===== src/rtl/stack64_ctrl.sv =====
// stack64_ctrl: 64-entry x 16-bit LIFO controller that drives an external
// RAM64 with a combinational read port. It tracks occupancy and a high-water mark.
module stack64_ctrl (
    input  logic        clk,
    input  logic        reset,
    input  logic        clear,
    input  logic        push_valid,
    input  logic [15:0] push_data,
    output logic        push_ready,
    output logic        pop_valid,
    input  logic        pop_ready,
    output logic [15:0] pop_data,
    output logic [6:0]  count,
    output logic        empty,
    output logic        full,
    output logic [6:0]  high_water,
    output logic [5:0]  ram_address,
    output logic [15:0] ram_in,
    output logic        ram_load,
    input  logic [15:0] ram_out
);

    localparam int unsigned CW    = 7;
    localparam int unsigned AW    = 6;
    localparam int unsigned DEPTH = 64;

    logic [CW-1:0] sp_q, sp_d;
    logic [CW-1:0] hw_q, hw_d;
    logic          push_fire;
    logic          pop_fire;

    // Handshake, status and RAM port decode derived from the stack pointer
    always_comb begin
        empty      = (sp_q == CW'(0));
        full       = (sp_q == CW'(DEPTH));
        pop_valid  = !empty;
        push_ready = !full || (pop_ready && !empty);
        push_fire  = push_valid && push_ready;
        pop_fire   = pop_valid && pop_ready;

        count      = sp_q;
        high_water = hw_q;
        pop_data   = ram_out;
        ram_in     = push_data;
        ram_load   = push_fire && !reset && !clear;

        // A push without a pop writes above the top; everything else addresses the top
        if (push_fire && !pop_fire) begin
            ram_address = sp_q[AW-1:0];
        end else if (!empty) begin
            ram_address = sp_q[AW-1:0] - AW'(1);
        end else begin
            ram_address = '0;
        end
    end

    // Next stack pointer and high-water mark; reset and clear both flush
    always_comb begin
        sp_d = sp_q;
        hw_d = hw_q;
        if (reset || clear) begin
            sp_d = '0;
            hw_d = '0;
        end else begin
            if (push_fire && !pop_fire) begin
                sp_d = sp_q + CW'(1);
            end else if (pop_fire && !push_fire) begin
                sp_d = sp_q - CW'(1);
            end
            hw_d = (sp_d > hw_q) ? sp_d : hw_q;
        end
    end

    // State registers
    always_ff @(posedge clk) begin
        if (reset) begin
            sp_q <= '0;
            hw_q <= '0;
        end else begin
            sp_q <= sp_d;
            hw_q <= hw_d;
        end
    end

endmodule


===== config.mk =====
export PLATFORM = sky130hd
export DESIGN_NAME = stack64_ctrl
export DESIGN_NICKNAME = d
export VERILOG_FILES = /design/src/rtl/stack64_ctrl.sv
export SDC_FILE = /design/constraint.sdc
export NUM_CORES = 1
export LEC_CHECK = 0
export BUFFER_PORTS_ARGS = -buffer_cell sky130_fd_sc_hd__buf_2
export CORE_ASPECT_RATIO = 1.25
export CORE_MARGIN = 2
export CORE_UTILIZATION = 39
export CTS_CLUSTER_DIAMETER = 60
export DETAILED_ROUTE_END_ITERATION = 8
export GPL_TIMING_DRIVEN = 0
export PLACE_DENSITY = 0.8
export SLEW_MARGIN = 0
export SYNTH_ARGS = -nofsm -noshare
export SYNTH_HDL_FRONTEND = slang
export SYNTH_SLANG_ARGS = --single-unit

===== constraint.sdc =====
create_clock -name clk -period 2.95 [get_ports clk]
set_input_delay 0.4425 -clock clk [delete_from_list [all_inputs] [get_ports clk]]
set_output_delay 0.4425 -clock clk [all_outputs]
set_load 0.02 [all_outputs]

Word-level counts from Yosys, hierarchy flattened
Cells that the tools add are included.
Word-level totals
  register bits: 14
  output and inout port bits: 57
  bits of input ports: 37
Operators by class
  order comparisons: 1
  reductions and logical operators: 16
  mux-type cells: 5
  add/subtract/negate cells: 3
  eq/ne operators: 1
Operators by type and width (number)
  7-bit 2-to-1 mux: 3
  6-bit 2-to-1 mux: 2
  7-bit by 1-bit adder with 7-bit output (second input constant): 1
  7-bit == test (second input constant): 1
  7-bit > comparator: 1
  7-bit logical NOT: 1
  7-bit by 1-bit subtractor with 7-bit output (second input constant): 1
  1-bit logical AND: 6
  1-bit logical NOT: 6
  6-bit by 1-bit subtractor with 6-bit output (second input constant): 1
  1-bit logical OR: 2
  2-bit OR reduction: 1

Depth between registers and ports, before layout
  word-level depth: 11
  depth in mapped cells: 16
  gate-level depth less buffers: 14

Worst setup path before layout
OpenSTA, ideal clock, no wires.
  kind: flip-flop to flip-flop
  start point: register sp_q[0] (netlist: count[0])
  end point: register hw_q[3] (netlist: high_water[3])
  library setup time: 0.142 ns
  path buffers: 2
  cell stages (with the launch flop): 17
  arrival time: 3.346 ns
  slack: -0.537 ns
  cells stage by stage: dfxtp_1 -> inv_1 -> ha_1 -> or3b_1 -> buf_2 -> nor3_4 -> inv_2 -> a41oi_1 -> mux2_1 -> inv_1 -> ha_1 -> a211oi_1 -> nor2_1 -> o31a_1 -> clkbuf_1 -> nand3_1 -> o311ai_0
On the way
  word-level cells in the longest chain between the ends: 11
  elaborated cells between the ends (all ways): 17
  those cells by class: 2 x add/sub; 1 x order compare; 1 x eq/ne; 3 x mux; 10 x reduce/logical
RTL lines
  start: declaration: line 27  | logic [CW-1:0] sp_q, sp_d;
  start signal: assignment: line 80  | sp_q <= sp_d;
  7-bit logical NOT *: line 34  | empty = (sp_q == CW'(0));
  via empty: line 14  | output logic empty,
  1-bit logical NOT *
  via pop_valid: line 10  | output logic pop_valid,
  1-bit logical AND *: line 39  | pop_fire = pop_valid && pop_ready;
  1-bit logical OR: line 37  | push_ready = !full || (pop_ready && !empty);
  1-bit logical AND: line 38  | push_fire = push_valid && push_ready;
  1-bit logical NOT: line 67  | end else if (pop_fire && !push_fire) begin
  1-bit logical AND: line 67
  7-bit 2-to-1 mux: line 67
  7-bit 2-to-1 mux *: line 65  | if (push_fire && !pop_fire) begin
  7-bit 2-to-1 mux *: line 61  | if (reset || clear) begin
  7-bit > comparator: line 70  | hw_d = (sp_d > hw_q) ? sp_d : hw_q;
  end signal: assignment: line 81  | hw_q <= hw_d;
  end: declaration: line 28  | logic [CW-1:0] hw_q, hw_d;
Mark *: on every way through the listed nets, which the timed path passes. The rest lies on a longest branch. The select of a mux whose other input is x is not followed.
A chain may end at the register's enable or synchronous reset.

Worst setup path after layout
  start point: register sp_q[1] (netlist: count[1])
  end point: register hw_q[5] (netlist: high_water[5])
On the way
  word-level cells in the longest chain between the ends: 11
  elaborated cells between the ends (all ways): 17
  those cells by class: 2 x add/sub; 1 x order compare; 1 x eq/ne; 3 x mux; 10 x reduce/logical
RTL lines (line)
  branches (longest 8 deep; another with 7-bit by 1-bit subtractor with 7-bit output)
  7-bit 2-to-1 mux *: 65
  7-bit 2-to-1 mux *: 61
  7-bit > comparator: 70
Every way passes the cells marked *. The select of a mux whose other input is x is not followed.

==> flow_metrics.env <==
export IMPL_synth_area_per_cell_um2=7.66
export IMPL_worst_pin_slew_ns=0.905
export IMPL_min_period_ns=3.15
export IMPL_dp_cells=291
export IMPL_grt_overflow=0
export IMPL_vias=1659
export IMPL_cp_depth=14
export IMPL_synth_seq_area_share_pct=19.2
export IMPL_port_buffers=61
export IMPL_dieArea_um2=4260
export IMPL_gp_congestion=0.843
export IMPL_ff2ff_setup_slack_ns=-0.20
export IMPL_clockRootBuffer="clkbuf_8"
export IMPL_core_um2=3540
export IMPL_path_cells="inv_4 -> ha_4 -> or3b_1 -> buf_6 -> o21ai_4 -> and2_4 -> mux2_4 -> inv_4 -> ha_4 -> a211oi_2 -> nor2_1 -> o31a_1 -> and2_1 -> a31o_2"
export IMPL_drt_pass1_iterations=6
export IMPL_drt_iter0_markers=63
export IMPL_yosysWarnings=0
export IMPL_period_share_pct=107
export IMPL_grt_max_degree=11
export IMPL_reg2reg_from="count[1]"
export IMPL_synth_fp_nets=237
export IMPL_grt_usage_pct=19.4
export IMPL_rows=24
export IMPL_die_x_um=58.8
export IMPL_maxCapViolations=0
export IMPL_violations="design-rule violations, negative setup slack"
export IMPL_rsz0062_at_grt="true"
export IMPL_holdCritPathClass="reg -> reg"
export IMPL_worst_path_largest_cell_delay_ns=0.37
export IMPL_path_clk_slew_ns=0.06
export IMPL_grt_pass1_wl_mm=6.40
export IMPL_cts_sinks=14
export IMPL_leakagePower_nw=1.13
export IMPL_synth_cell_types=49
export IMPL_antenna_left=0
export IMPL_startpoint_type="flop"
export IMPL_path_max_fanout=6
export IMPL_critical_path_startpoint="count[1]"
export IMPL_worstSetupEndpoint="high_water[5]"
export IMPL_ir_worst_vdd_uv=338
export IMPL_layout_nets=326
export IMPL_avgRoutedWirePerCell_um=14.0
export IMPL_syn_cell_area_um2=1460
export IMPL_numCtsBuffers=3
export IMPL_min_path_cells=2
export IMPL_start_util_pct=41.3
export IMPL_path_class="reg -> reg"
export IMPL_htreeDepth=1
export IMPL_hold_violations=0
export IMPL_worst_path_buf_inv=3
export IMPL_synth_seq_cells=14
export IMPL_area_growth_synth_to_final_pct=54.3
export IMPL_tritoncts="yes"
export IMPL_grt_pass1_vias=1427
export IMPL_drive_gt1_share_pct=60.9
export IMPL_die_h_um=72.5
export IMPL_cp_arrival_ns=3.29
export IMPL_final_util_pct=63.7
export IMPL_viasPerCell=5.22
export IMPL_drv_slew=0
export IMPL_synth_edff_count=0
export IMPL_rr_endpoint="high_water[5]"
export IMPL_pre_cts_ws_ns=-0.489
export IMPL_cts_path_max_buffers=2
export IMPL_n_fill_cell=314
export IMPL_dominantRegCellSynth="dfxtp_1"
export IMPL_drc_errors=8
export IMPL_crit_family="compound AO/OA/AOI/OAI gates"
export IMPL_cts_hold_buf=0
export IMPL_n_antenna_cell=0
export IMPL_slew_headroom_pct=39.5
export IMPL_netlist_instances=191
export IMPL_p_per_area_nw_per_um2=459
export IMPL_end_kind="flop"
export IMPL_async_flop_share_pct=0
export IMPL_fin_cells=318
export IMPL_wl_mm=4.45
export IMPL_antenna_found_initial=0
export IMPL_pin_count=94
export IMPL_cp_data_required_time_ns=3.09
export IMPL_critPathSlowestCell="o31a_1"
export IMPL_worst_clock_skew_ns=0.00189
export IMPL_fmax_mhz=318
export IMPL_place_hpwl_mm=2.81
export IMPL_setup_violations=7
export IMPL_r2r_cells=14
export IMPL_setup_ws_ns=-0.199
export IMPL_status="finished with violations"
export IMPL_insertion_delay_ns=0.24
synthesized netlist by cell type (2+ instances only):
cell type,count,share of area [%]
or3_1,2,0.86
a21oi_1,8,2.7
nor2_1,12,3.1
nor3_1,5,1.7
o21ai_0,9,3.1
and2_1,3,1.3
a31oi_1,2,0.86
and3_1,5,2.1
nand3_1,4,1.4
o31a_1,2,1.2
nand4_1,3,1.3
a211oi_1,3,1.5
ha_1,9,7.7
dfxtp_1,14,19
xnor2_1,4,2.4
buf_4,33,17
o22ai_1,2,0.86
a2111oi_0,2,1.2
nand2_1,11,2.8
xor2_1,3,1.8
inv_1,14,3.6
or2_2,4,1.7
mux2_2,4,3.1
buf_2,3,1.0
clkbuf_1,4,1.0
mux2_1,2,1.5
nor2b_1,2,0.86
worst reg2reg max path, delay by kind of cell, from the launching register on:
kind                     cells  cell delay [ns]
AO/OA/AOI/OAI                4             0.89
AND/OR/NAND/NOR              4             0.84
flip-flops                   1             0.36
multiplexers                 1             0.35
adder cells (fa/ha/maj)      2             0.32
buffers and inverters        3             0.27
layout make-up:
class	instances	area (um^2)	area share (%)
tap	39	48.8	2.16
clock buffer	3	41.3	1.83
multi-input combinational	120	1020	45.2
timing repair buffer	85	489	21.7
sequential	14	288	12.7
buffer	41	303	13.4
inverter	15	63.8	2.83
clock inverter	1	3.75	0.166
registers in the layout, summed over array words and instances, names as in the netlist:
name        cells
count           7
high_water      7
report_power, final:
| group | switching (W) | internal (W) |
|---|---|---|
| Clock | 0.0000687 | 0.0000921 |
| Sequential | 0.0000148 | 0.000205 |
| Combinational | 0.000356 | 0.000299 |
| Total | 0.000439 | 0.000596 |
per-layer routing:
layer	part of all wire [%]	global-route usage, %	vias to the layer above
met5	0	0	-
met2	54	35.4	84
li1	-	-	813
met3	7.2	1.96	10
met1	37	21.9	752
met4	2.4	9.09	0
placed cells by master (no fill, tap or decap), types with 2 or more instances in the layout:
cell,netlist,layout
a31oi_1,2,2
buf_4,33,54
dfxtp_4,0,2
or3_1,2,2
o31a_1,2,2
buf_6,1,3
nand2_2,0,2
a21oi_2,0,3
inv_4,0,3
a211oi_2,0,2
nor2b_1,2,2
o21ai_2,0,3
and2_1,3,2
nand4_1,3,3
mux2_2,4,4
ha_4,0,4
o21ai_0,9,5
clkbuf_1,4,3
a21oi_1,8,5
nand2_1,11,8
xnor2_1,4,4
and3_1,5,5
or2_2,4,3
nor2_1,12,12
clkbuf_8,0,3
dfxtp_1,14,12
inv_2,1,2
xor2_1,3,3
nor3_1,5,4
inv_1,14,10
buf_2,3,63
ha_1,9,5
nand3_1,4,3
logic make-up after synthesis:
| logic type | after synthesis | share of synthesized area, % |
|---|---|---|
| xor+xnor | 7 | 4.19 |
| simple gates | 58 | 22.2 |
| buf+inv | 57 | 23.9 |
| compound gates | 39 | 17.5 |
| mux | 7 | 5.30 |
| flops | 14 | 19.2 |
| fa+ha+maj | 9 | 7.70 |
how the worst min path moves through the flow:
stage / start / end / slack [ns]
2_1_floorplan: high_water[2] / high_water[2] / 0.56
5_1_grt: high_water[2] / high_water[2] / 0.52
3_5_place_dp: high_water[4] / high_water[4] / 0.48
4_1_cts: high_water[4] / high_water[4] / 0.49
6_report: high_water[4] / high_water[4] / 0.50
3_3_place_gp: high_water[4] / high_water[4] / 0.48
timing repair:
item	CTS	global route
setup endpoints to repair	7	7
setup buffers	19	4
resized for setup	16	22
gates cloned	1	0
pin swaps	7	11
stage by stage:
stage / TNS (ns) / cell area [um^2] / hold slack (ns) / total power [W]
floorplan: -0.938 / 1540 / 0.556 / 0.000581
global placement: -2.85 / 1890 / 0.477 / 0.000686
detailed placement: -3.20 / 1890 / 0.476 / 0.000695
CTS: -1.21 / 2140 / 0.487 / 0.000955
global route: -2.11 / 2260 / 0.522 / 0.00109
finish: -1.15 / 2260 / 0.502 / 0.00104
(Power assumes the default switching activity.)
